**src/rtl/vram_fill_engine.sv**
```systemverilog
// Command-driven VRAM fill engine: queued fill commands streamed onto the GPU VRAM write port.
// Optional macro VRAM_FILL_CHECKSUM_EN adds a running XOR checksum of the written data.
module vram_fill_engine #(
    parameter int ADDR_WIDTH = 12,
    parameter int DATA_WIDTH = 8,
    parameter int CMD_DEPTH  = 4
) (
    input  logic                  clk_12_5875,
    input  logic                  rst_n,
    input  logic                  cmd_valid,
    output logic                  cmd_ready,
    input  logic [ADDR_WIDTH-1:0] cmd_base,
    input  logic [ADDR_WIDTH:0]   cmd_len,
    input  logic [1:0]            cmd_mode,
    input  logic [DATA_WIDTH-1:0] cmd_seed,
    input  logic                  grant,
    input  logic                  abort,
    output logic [DATA_WIDTH-1:0] vram_data,
    output logic [ADDR_WIDTH-1:0] vram_address,
    output logic                  vram_write_enable,
    output logic                  busy,
`ifdef VRAM_FILL_CHECKSUM_EN
    output logic [DATA_WIDTH-1:0] checksum,
`endif
    output logic                  done
);

    localparam int PW = $clog2(CMD_DEPTH);
    localparam int LW = ADDR_WIDTH + 1;
    localparam logic [PW:0] FULL = (PW+1)'(CMD_DEPTH);
    localparam logic [1:0] MODE_INCR = 2'd1;
    localparam logic [1:0] MODE_XOR  = 2'd2;

    typedef enum logic [1:0] {IDLE, LOAD, WRITE, DONE} state_t;

    state_t state, next_state;

    logic [ADDR_WIDTH-1:0] fifo_base [CMD_DEPTH];
    logic [ADDR_WIDTH:0]   fifo_len  [CMD_DEPTH];
    logic [1:0]            fifo_mode [CMD_DEPTH];
    logic [DATA_WIDTH-1:0] fifo_seed [CMD_DEPTH];
    logic [PW-1:0]         wr_ptr, rd_ptr;
    logic [PW:0]           count, count_next;
    logic                  push, pop;

    logic [ADDR_WIDTH-1:0] cur_base;
    logic [ADDR_WIDTH:0]   cur_len;
    logic [1:0]            cur_mode;
    logic [DATA_WIDTH-1:0] cur_seed;
    logic [ADDR_WIDTH:0]   idx;
    logic [ADDR_WIDTH-1:0] wr_addr;
    logic [DATA_WIDTH-1:0] wr_data;
    logic                  write_now;
    logic                  last_write;

    // A full FIFO refuses a push even when a pop happens in the same cycle.
    assign cmd_ready  = (count != FULL);
    assign push       = cmd_valid && cmd_ready && !abort;
    assign write_now  = (state == WRITE) && grant && !abort;
    assign last_write = (idx == cur_len - LW'(1));
    assign wr_addr    = cur_base + idx[ADDR_WIDTH-1:0];

    // NOTE: every signal written in an always_comb gets a default first so no latch is inferred.
    always_comb begin
        next_state = state;
        pop        = 1'b0;
        case (state)
            IDLE:    if (count != '0) begin
                         pop        = 1'b1;
                         next_state = LOAD;
                     end
            LOAD:    next_state = (cur_len == '0) ? DONE : WRITE;
            WRITE:   if (grant && last_write) next_state = DONE;
            DONE:    next_state = IDLE;
            default: next_state = IDLE;
        endcase
        if (abort) begin
            next_state = IDLE;
            pop        = 1'b0;
        end
    end

    always_comb begin
        count_next = count + (PW+1)'(push) - (PW+1)'(pop);
        if (abort) count_next = '0;
    end

    always_comb begin
        case (cur_mode)
            MODE_INCR: wr_data = cur_seed + DATA_WIDTH'(idx);
            MODE_XOR:  wr_data = cur_seed ^ DATA_WIDTH'(wr_addr);
            default:   wr_data = cur_seed;
        endcase
    end

    always_ff @(posedge clk_12_5875 or negedge rst_n) begin
        if (!rst_n) begin
            state  <= IDLE;
            count  <= '0;
            wr_ptr <= '0;
            rd_ptr <= '0;
            busy   <= 1'b0;
            done   <= 1'b0;
        end else begin
            state <= next_state;
            count <= count_next;
            busy  <= (count_next != '0) || (next_state != IDLE);
            done  <= (next_state == DONE);
            if (abort) begin
                wr_ptr <= '0;
                rd_ptr <= '0;
            end else begin
                if (push) wr_ptr <= wr_ptr + PW'(1);
                if (pop)  rd_ptr <= rd_ptr + PW'(1);
            end
        end
    end

    // NOTE: command storage has no reset; count alone decides which entries are live.
    always_ff @(posedge clk_12_5875) begin
        if (push) begin
            fifo_base[wr_ptr] <= cmd_base;
            fifo_len[wr_ptr]  <= cmd_len;
            fifo_mode[wr_ptr] <= cmd_mode;
            fifo_seed[wr_ptr] <= cmd_seed;
        end
    end

    // The popped entry is captured at once, since a push may reuse its slot during LOAD.
    always_ff @(posedge clk_12_5875 or negedge rst_n) begin
        if (!rst_n) begin
            cur_base          <= '0;
            cur_len           <= '0;
            cur_mode          <= '0;
            cur_seed          <= '0;
            idx               <= '0;
            vram_write_enable <= 1'b0;
            vram_address      <= '0;
            vram_data         <= '0;
        end else begin
            if (pop) begin
                cur_base <= fifo_base[rd_ptr];
                cur_len  <= fifo_len[rd_ptr];
                cur_mode <= fifo_mode[rd_ptr];
                cur_seed <= fifo_seed[rd_ptr];
            end
            if (state == LOAD)  idx <= '0;
            else if (write_now) idx <= idx + LW'(1);
            vram_write_enable <= write_now;
            if (write_now) begin
                vram_address <= wr_addr;
                vram_data    <= wr_data;
            end
        end
    end

`ifdef VRAM_FILL_CHECKSUM_EN
    always_ff @(posedge clk_12_5875 or negedge rst_n) begin
        if (!rst_n)                      checksum <= '0;
        else if (abort || state == LOAD) checksum <= '0;
        else if (write_now)              checksum <= checksum ^ wr_data;
    end
`endif

endmodule

```
**config.mk**
```make
export PLATFORM = sky130hd
export DESIGN_NAME = vram_fill_engine
export DESIGN_NICKNAME = d
export VERILOG_FILES = /design/src/rtl/vram_fill_engine.sv
export SDC_FILE = /design/constraint.sdc
export NUM_CORES = 1
export LEC_CHECK = 0
export CAP_MARGIN = 10
export CORE_MARGIN = 3
export CORE_UTILIZATION = 53
export CTS_CLUSTER_SIZE = 28
export DETAILED_ROUTE_END_ITERATION = 10
export PLACE_DENSITY_LB_ADDON = 0.08
export SLEW_MARGIN = 10
export SYNTH_ARGS = -nofsm -noshare
export SYNTH_HDL_FRONTEND = slang
export SYNTH_SLANG_ARGS = --single-unit
```
**constraint.sdc**
```tcl
create_clock -name clk_12_5875 -period 3.4 [get_ports clk_12_5875]
set_clock_uncertainty 0.1 [all_clocks]
set_input_delay 0.68 -clock clk_12_5875 [delete_from_list [all_inputs] [get_ports clk_12_5875]]
set_output_delay 0.68 -clock clk_12_5875 [all_outputs]
set_load 0.02 [all_outputs]
```
==> flow_summary.ini, run 1 <==
[sta]
worst_slew_pin_slew_ps = 1010
rsz0062_at_grt = false
setup_violations = 0
setup_slack_ps = 153
slew_viol_final = 0
post-route-period-util = 0.955
holdWs_ps = 252
min_period_ps = 3250
hold_violations = 0
slew_headroom = 0.327
fmax_mhz = 308

[worst_setup_path]
critPathArrivalTime_ps = 3540
path_max_fanout = 2
path_class = in2reg
worst_setup_path_start_kind = input pin
reg2reg_depth = 16
rr_startpoint = count[0]$_DFF_PN0_
cp.required_ps = 3690
reg2reg_slack_ps = 190
rr_endpoint = busy$_DFF_PN0_
crit_end = busy$_DFF_PN0_
startpoint = cmd_valid
worstSetupEndpointType = flop

[drt]
first_pass_iters = 4
drc = 0
vias = 5553
drtIter0Drc = 310
wire_per_inst_um = 19.1
ant_nets = 0
via_per_inst = 5.67
wl_mm = 18.7

[yosys]
synthFlopType = edfxtp_1
yosys_warnings = 0
synth_top_area_share = 0.429
synthesis.area_um2 = 9790
synth-edff-count = 140
ys_seq_area_frac = 0.634
postSynth.asyncResetShare = 0.364
avgSynthCellArea_um2 = 14.9
synth_area_leaders = edfxtp_1 (43%), dfrtp_1 (20%), mux4_2 (8.1%), ha_1 (4.1%), mux2_2 (3.2%)
netlist_instances = 658
synth-seq-cells = 220
ys_types = 61
synth_fp_nets = 733
synth_top_cell_by_area = edfxtp_1

[finish]
drive_gt1_frac = 0.179
fin_cells = 979
areaGrowthSynthToFinish_pct = 17.5
n_antenna_cell = 0
nNetsFinal = 810
fin_area_um2 = 11500

[floorplan]
die_h_um = 142
coreArea_um2 = 18100
rows = 49
die_w_um = 142
initial_core_util = 0.541
die-area_um2 = 20100
io_pins = 64

[clocking]
cts_sinks = 220
holdBufCountCts = 0
cts_root_buffer = clkbuf_16
path_clk_slew_ps = 70
cts_made_buffers = 23
tritoncts = built
cts_buffer_depth = 3
clock_latency_ps = 510
htreeDepth = 1

[power_and_ir_drop]
seqPwrFrac = 0.415
finalPower_mw = 9.08
p_clk_frac = 0.269
intPower_mw = 6.23
power_switching_mw = 2.85
peakVddDrop_mv = 0.442
pwr-share-comb = 0.315
p_leak_nw = 4.30
switching_share = 0.314
power_density_nw_per_um2 = 789

[grt]
grt_max_degree = 81
antenna_found_initial = 0
track_usage = 0.194
grt_pass1_wl_mm = 30.9
grt_pass1_vias = 5935
grt_overflow = 0

[placement]
place_worst_setup_slack_ps = -483
gp_congestion = 0.847
place_area_um2 = 10700
hpwl_mm = 12.2
numPortBuffers = 63
dpl.cell_count = 938

[run]
cap_violations = 0

[min_path]
hold_path.class = in2async

[status]
status = finished clean
-- power groups by stage --
stage	combinational (mW)	sequential [mW]	clock, mW
after floorplan	1.92	3.78	0
after global placement	2.74	3.80	0
after detailed placement	2.80	3.82	0
after CTS	2.82	3.77	2.51
after global routing	3.18	3.85	2.62
final	2.86	3.77	2.44
-- cell usage after synthesis (4+ instances only) --
cell / count
inv_1: 22
mux4_2: 35
nor2_1: 27
nor3_1: 5
dfrtp_1: 80
nand3_1: 7
nand2_1: 45
buf_1: 4
a21o_1: 7
xnor2_1: 21
nor2b_1: 5
o211ai_1: 4
edfxtp_1: 140
clkbuf_1: 17
nand3b_1: 5
o21a_1: 6
ha_1: 32
and2_1: 5
nand2b_1: 9
or3_1: 6
nand4_1: 4
xor2_1: 23
a21oi_1: 24
o21ai_0: 32
and3_1: 5
mux2_2: 28
-- worst max-delay path, cell delays in order --
cell and delay [ps]:
clkdlybuf4s50_1 490, nand2_1 90, nor2_2 140, inv_1 50, ha_1 270, inv_1 40
ha_1 190, fa_2 360, xnor2_2 170, xnor2_1 130, nor2_1 70, or4_4 410
nand3b_1 200, a41oi_2 180, nor3_2 60
-- worst min path at each step --
stage / start / end / cells past startpoint
after floorplan: rst_n / busy$_DFF_PN0_ / 0
after global placement: vram_address[9]$_DFFE_PN0P_ / vram_address[9]$_DFFE_PN0P_ / 2
after detailed placement: vram_address[6]$_DFFE_PN0P_ / vram_address[6]$_DFFE_PN0P_ / 2
after CTS: rst_n / vram_address[6]$_DFFE_PN0P_ / 1
after global routing: rst_n / vram_address[6]$_DFFE_PN0P_ / 1
final: rst_n / vram_address[6]$_DFFE_PN0P_ / 1
-- layout make-up --
| class | instances | area [um2] |
|---|---|---|
| Fill cell | 1333 | 6580 |
| Sequential cell | 220 | 6210 |
| Multi-Input combinational cell | 390 | 3440 |
| Timing Repair Buffer | 77 | 748 |
| Clock buffer | 28 | 594 |
| Tap cell | 229 | 287 |
| Clock inverter | 12 | 138 |
| Inverter | 23 | 86.3 |
-- through the flow --
stage | utilization | TNS (ps)
2_1_floorplan | - | 0
3_3_place_gp | 0.593 | -308
3_5_place_dp | 0.593 | -483
4_1_cts | 0.633 | 0
5_1_grt | 0.636 | 0
6_report | 0.636 | 0
-- sequential cells by signal (all words and copies together), names as in the netlist --
register / cells
vram_data: 8
fifo_seed: 32
cur_mode: 2
state: 2
vram_write_enable: 1
vram_address: 12
idx: 13
count: 3
fifo_len: 52
cur_seed: 8
fifo_mode: 8
cur_base: 12
busy: 1
wr_ptr: 2
cur_len: 13
rd_ptr: 2
fifo_base: 48
done: 1
-- metal layers --
layer  routed length [um]  share of wire  track usage  vias up
li1                     -              -            -     2639
met4                  654          0.035       0.0601        0
met5                    0              0            0        -
met3                  586          0.031       0.0290       38
met2                 9080           0.49        0.325      108
met1                 8380           0.45        0.267     2768
-- kinds of logic (layout without fill, tap and decap cells) --
family | count (synthesis) | after routing | synth area share
AOI/OAI and AO/OA | 106 | 106 | 0.0690
xor gates and xnor gates | 45 | 45 | 0.0417
adders and majority gates | 35 | 35 | 0.0470
buffers and inverters | 48 | 140 | 0.0195
DFF | 220 | 220 | 0.634
muxes | 63 | 63 | 0.113
and+or+nand+nor | 141 | 141 | 0.0763
-- timing repair --
item / in CTS / in global routing
endpoints found under the setup margin: 1 / 1
hold endpoints to repair: 0 / 0
resized for setup: 1 / 9
gates cloned: 0 / 0
setup buffers: 0 / 1
pin swaps: 0 / 2
-- cell usage in the layout, fill, tap and decap left out, types with 3 or more instances in the layout --
master,count
nor3b_1,3
clkbuf_1,5
a21oi_1,24
and2_1,5
a31oi_1,3
nand2_1,45
clkinv_1,4
nor2b_1,5
clkbuf_16,23
o21a_1,6
and3_1,5
a32oi_1,3
a21o_1,7
clkdlybuf4s50_1,61
nor2_1,25
edfxtp_1,140
buf_4,14
nand3_1,7
or4_4,3
o211ai_1,4
xor2_1,23
or3_1,6
o221ai_1,3
dfrtp_1,78
mux2_2,28
xnor2_1,20
bufinv_16,3
nor3_1,4
clkinv_2,4
nand4_1,4
nand3b_1,5
nand2b_1,8
ha_1,32
o21ai_0,32
inv_1,22
mux4_2,35
Note: power is estimated with default switching activity, not from simulation.
==> run 2: changes to the inputs <==
ABC_AREA = 0   (was default)
==> results of run 2 <==
Final layout, timing and power as in run 1 (identical DEF).
==> run 3: changes to the inputs <==
CORE_UTILIZATION = 59   (was 53)
clock period = 3.1 ns   (was 3.4 ns; I/O delays follow)
==> run 3 against run 2 <==
Net effect: the run now ends with negative setup slack left; flip-flop and latch count is the same; cell area grew 1.2%; total power grew 11%; via count grew 2.9%; first-iteration DRC count grew 7.1%; routed wire length grew 1.5%; non-clock buffer count grew 7; final cell count shrank 0.51%; setup slack lost 160 ps; die area shrank 9.8%; hold slack gained 120 ps; core utilization grew 8.9 points; critical path type is now reg2reg; critical endpoint unchanged; largest power group unchanged; highest routed layer unchanged.
==> flow_summary.ini, run 3 (synthesis gave the netlist of run 1 again) <==
[worst_setup_path]
rr_endpoint = busy$_DFF_PN0_
path_cells = nor3_2 > nand2b_4 > nor2_4 > ha_4 > inv_2 > ha_2 > fa_2 > xnor2_2 > xnor2_1 > nor2_1 > or4_4 > nand3b_1 > a41oi_2 > nor3_2
critPathArrivalTime_ps = 3400
rr_startpoint = count[1]$_DFF_PN0_
path_class = reg2reg
cp.required_ps = 3400
crit_top_cell = nor3_2
crit_family = simple AND/OR/NAND/NOR gates
cp_slowest_cell = or4_4
slowest_delay_ps = 420
worstSetupEndpointType = flop
path_max_fanout = 4
reg2reg_slack_ps = -6
worst_setup_path_start_kind = flop
crit_buf_inv = 1
reg2reg_depth = 14

[sta]
min_period_ps = 3110
worst_slew_pin_slew_ps = 546
slew_headroom = 0.626
rsz0062_at_grt = true
slew_viol_final = 0
setup_violations = 1
fmax_mhz = 322
post-route-period-util = 1.00
setup_slack_ps = -5.85
hold_violations = 0
setup_tns_ps = -5.85

[finish]
top_regs = fifo_len x52, fifo_base x48, fifo_seed x32
nNetsFinal = 817
largest_register_ffs = 52
final_core_utilization = 0.725
n_antenna_cell = 0
layout.cells.most_common = edfxtp_1
fin_cells = 974
areaGrowthSynthToFinish_pct = 18.9
mostFrequentLayoutCells = edfxtp_1 (140), dfrtp_1 (78), clkdlybuf4s50_1 (60)
drive_gt1_frac = 0.190
regMostFlops = fifo_len

[drt]
first_pass_iters = 4
routed.top_layer = met4
drc = 0
via_per_inst = 5.86
wl_met2_mm = 9.33
route.met3.wl_um = 785
drtIter0Drc = 332
ant_nets = 0
wire_per_inst_um = 19.5
wl_met1_mm = 8.19
vias = 5712
wl_mm = 19.0

[grt]
grt_max_degree = 50
grt_pass1_vias = 6085
grt_overflow = 0
antenna_found_initial = 0
track_usage = 0.221
grt_pass1_wl_mm = 31.5

[power_and_ir_drop]
finalPower_mw = 10.1
power_density_nw_per_um2 = 866
peakVddDrop_mv = 0.603
p_leak_nw = 4.34

[clocking]
clock_latency_ps = 510
cts_made_buffers = 23
tritoncts = built
cts_sinks = 220
path_clk_slew_ps = 60
htreeDepth = 1
cts_root_buffer = clkbuf_16
cts_buffer_depth = 3

[min_path]
hold_path.class = in2reg
hold_end = wr_ptr[1]$_DFFE_PN0P_
worstHoldStart = abort
min_path_cells = 2

[placement]
numPortBuffers = 63
dpl.cell_count = 929
hpwl_mm = 12.5
place_worst_setup_slack_ps = -567
gp_congestion = 0.868

[floorplan]
die-area_um2 = 18200
die_w_um = 135
die_h_um = 135
initial_core_util = 0.610
coreArea_um2 = 16100
io_pins = 64
rows = 46

[status]
violations = negative setup slack
status = complete, but fails checks

[run]
cap_violations = 0
==> run 3: worst register-to-register path, cell delays in order (launching register included) <==
cell      delay, ps
dfrtp_1         410
nor3_2          220
nand2b_4        170
nor2_4           40
ha_4            270
inv_2            30
ha_2            160
fa_2            370
xnor2_2         180
xnor2_1         130
nor2_1           80
or4_4           420
nand3b_1        190
a41oi_2         180
nor3_2           50
==> run 3: power breakdown <==
part	internal [mW]	switching, mW	leakage (nW)
Sequential	3.66	0.489	2.28
Clock	1.67	1.06	0.362
Combinational	1.62	1.59	1.71
Total	6.95	3.14	4.34
==> run 3: how the worst max path moves through the flow <==
stage | start | endpoint | cells past startpoint
finish | count[1]$_DFF_PN0_ | busy$_DFF_PN0_ | 14
detailed placement | cmd_valid | busy$_DFF_PN0_ | 15
floorplan | count[2]$_DFF_PN0_ | busy$_DFF_PN0_ | 15
global placement | cmd_valid | busy$_DFF_PN0_ | 15
global route | count[1]$_DFF_PN0_ | busy$_DFF_PN0_ | 14
CTS | count[2]$_DFF_PN0_ | busy$_DFF_PN0_ | 14
==> run 3: area by class of cell <==
type | count | area [um2]
timing repair buffer | 84 | 865
multi-input combinational | 390 | 3470
tap | 216 | 270
clock inverter | 7 | 111
sequential | 220 | 6210
clock buffer | 34 | 637
inverter | 23 | 86.3
fill | 1014 | 4410
==> run 3: timing repair <==
item / CTS / global route
pin swaps: 0 / 7
hold endpoints to repair: 31 / 0
hold buffers: 1 / 0
buffers inserted: 1 / 2
setup endpoints to repair: 1 / 1
resized for setup: 5 / 5
==> run 3: through the flow <==
step / cell area, um2 / hold WS, ps
finish: 11600 / 368
global route: 11600 / 405
detailed placement: 10800 / 370
floorplan: 9840 / 224
global placement: 10800 / 362
CTS: 11600 / 384
==> run 3: layer usage <==
| layer | global-route usage | vias to the layer above |
|---|---|---|
| met5 | 0 | - |
| met4 | 0.0888 | 0 |
| met3 | 0.0335 | 31 |
| met2 | 0.362 | 119 |
| met1 | 0.302 | 2903 |
| li1 | - | 2659 |
==> edit: new RTL, flow settings as in run 1 <==
The option `VRAM_FILL_CHECKSUM_EN` is turned on by a define.
--- a/src/rtl/vram_fill_engine.sv
+++ b/src/rtl/vram_fill_engine.sv
@@ -2,2 +2,4 @@
 // Optional macro VRAM_FILL_CHECKSUM_EN adds a running XOR checksum of the written data.
+`define VRAM_FILL_CHECKSUM_EN
+
 module vram_fill_engine #(
Function (old outputs only; new: checksum): kept (Yosys induction, for registers that start in step).
==> edit against run 1 <==
- critical path depth is 6 lower
- sequential share of layout area is 0.50 points lower
- count of clock-buffer cells in the layout grew 1
- total power rose by 1.8%
- via count up 10%
- worst setup slack better by 180 ps
- area after synthesis is 4.0% higher
- design area increased by 4.2%
- wire length grew 13%
- utilization rose by 0.25 points
- register-to-register slack better by 140 ps
- sequential power is 3% higher
- sequential cell count increased by 8
- critical endpoint is now checksum[6]$_DFFE_PN0P_
- largest cell class unchanged
- highest routed layer unchanged
==> edit: results (changes against run 1) <==
| Metric | Value |
|---|---|
| GRT met3 Usage | 3.08% (+0.18 points) |
| Input/output buffers | 71 (+13%) |
| Max stage delay on crit path | 520 ps (+30 ps) |
| Total nets after synthesis | 781 (+6.5%) |
| All-layer global routing usage | 21.0% (+1.6 points) |
| Number of vias in the routed layout | 6120 (+10%) |
| Leakage power | 4.57 nW (+6.3%) |
| Number of optimization iterations in the first detailed-route pass | 5 (+1) |
| Combined flip-flop and latch cell area | 6410 µm² (+3.2%) |
| Library cells used by synthesis | 70 (+15%) |
| Clk buf depth | 3 (unchanged) |
| Adder and majority cell fraction of the synthesized area | 4.52% (-0.18 points) |
| Detailed route wirelength on metal3 | 913 µm (+56%) |
| Fraction of met1 tracks used by global routing | 28.9% (+2.3 points) |
| Master of the slowest instance on the critical path | a311oi_1 |
| Wire length on met2 | 10.5 mm (+15%) |
| DRT Wirelength | 21.2 mm (+13%) |
| Number of buffers created by CTS | 24 (+4.3%) |
| FFs w/ async S/R, synth | 38.6% (+2.2 points) |
| Highest ir drop seen on vdd | 0.499 mV (+13%) |
| Post-DP Area | 11300 µm² (+5.1%) |
| Family of cells with the greatest summed delay on the critical path | compound AO/OA/AOI/OAI gates |
| Outcome | complete, no violations |
| Slew at the pin closest to its max-slew limit | 690 ps (-319 ps) |
| Number of global-route vias before repair | 6273 (+5.7%) |
| Post-CTS resize count | 0 (-1) |
| Multiplexer fraction of the synthesized cell area | 11.0% (-0.25 points) |
| Cells after synthesis | 706 (+7.3%) |
| Pin count of the biggest net entering global routing | 48 (-41%) |
| Worst path arrival time | 3390 ps (-150 ps) |
| First-pass GRT wire length | 34.1 mm (+10%) |
| Worst slack at placement | 136 ps (+619 ps) |
| Clock slew seen by the registers of the worst setup and hold paths | 60 ps |
| Met2 routing resource usage after global routing | 35.8% (+3.3 points) |
| Global placer's final weighted congestion | 0.909 (+7.3%) |
| Worst Setup SP | idx[0]$_DFFE_PN0P_ |
| Proportion of layout cells with a drive suffix above 1 | 16.1% (-1.8 points) |
| Largest fanout on the critical path | 6 (+4) |
| Nets | 867 (+7.0%) |
| Most area-consuming cells after synthesis | edfxtp_1 (41%), dfrtp_1 (22%), mux4_2 (7.7%) |
| Placed insts | 1000 (+6.6%) |
-- edit: cell count changes after synthesis, sizes merged, moves of 4 or more --
cell	run 1	this run
nand2	45	63
nor4	1	5
a21oi	26	20
a21o	7	11
dfrtp	80	88
nor2	27	35
a31oi	3	7
-- edit: final timing paths --
kind | endpoint | slack (ps) | cells after the start
setup / recovery | checksum[6]$_DFFE_PN0P_ | 330 | 9
max in group asynchronous | rd_ptr[0]$_DFFE_PN0P_ | 2450 | 2
hold reg to reg | vram_data[3]$_DFFE_PN0P_ | 370 | 1
min in group clk_12_5875 | vram_data[3]$_DFFE_PN0P_ | 370 | 1
setup reg to reg | checksum[6]$_DFFE_PN0P_ | 330 | 9
hold / removal | vram_address[9]$_DFFE_PN0P_ | 90 | 1
-- edit: cell type report --
type                    count  share of cell area, %
inverters                  24                  0.752
repair buffers             86                   7.47
flip-flops and latches    228                   53.5
clock inverters            14                  0.668
clock buffers              29                   5.33
multi-input cells         428                   29.9
well taps                 234                   2.44
-- edit: cells by family after synthesis --
| family | after synthesis |
|---|---|
| DFF | 228 |
| and+or+nand+nor | 176 |
| AOI/OAI and AO/OA | 109 |
| muxes | 65 |
| buffers and inverters | 50 |
| xor gates and xnor gates | 43 |
| adders and majority gates | 35 |
-- edit: power breakdown --
| group | switching, mW | internal [mW] | total, mW |
|---|---|---|---|
| clock | 1.03 | 1.34 | 2.37 |
| sequential | 0.442 | 3.45 | 3.89 |
| combinational | 1.57 | 1.41 | 2.98 |
| total | 3.04 | 6.20 | 9.24 |
-- edit: worst reg2reg max path: cells and delay by family (launching register included) --
| family | cells | cell delay (ps) |
|---|---|---|
| AO/OA/AOI/OAI | 5 | 1320 |
| adder cells (fa/ha/maj) | 2 | 690 |
| flip-flops | 1 | 510 |
| AND/OR/NAND/NOR | 2 | 360 |
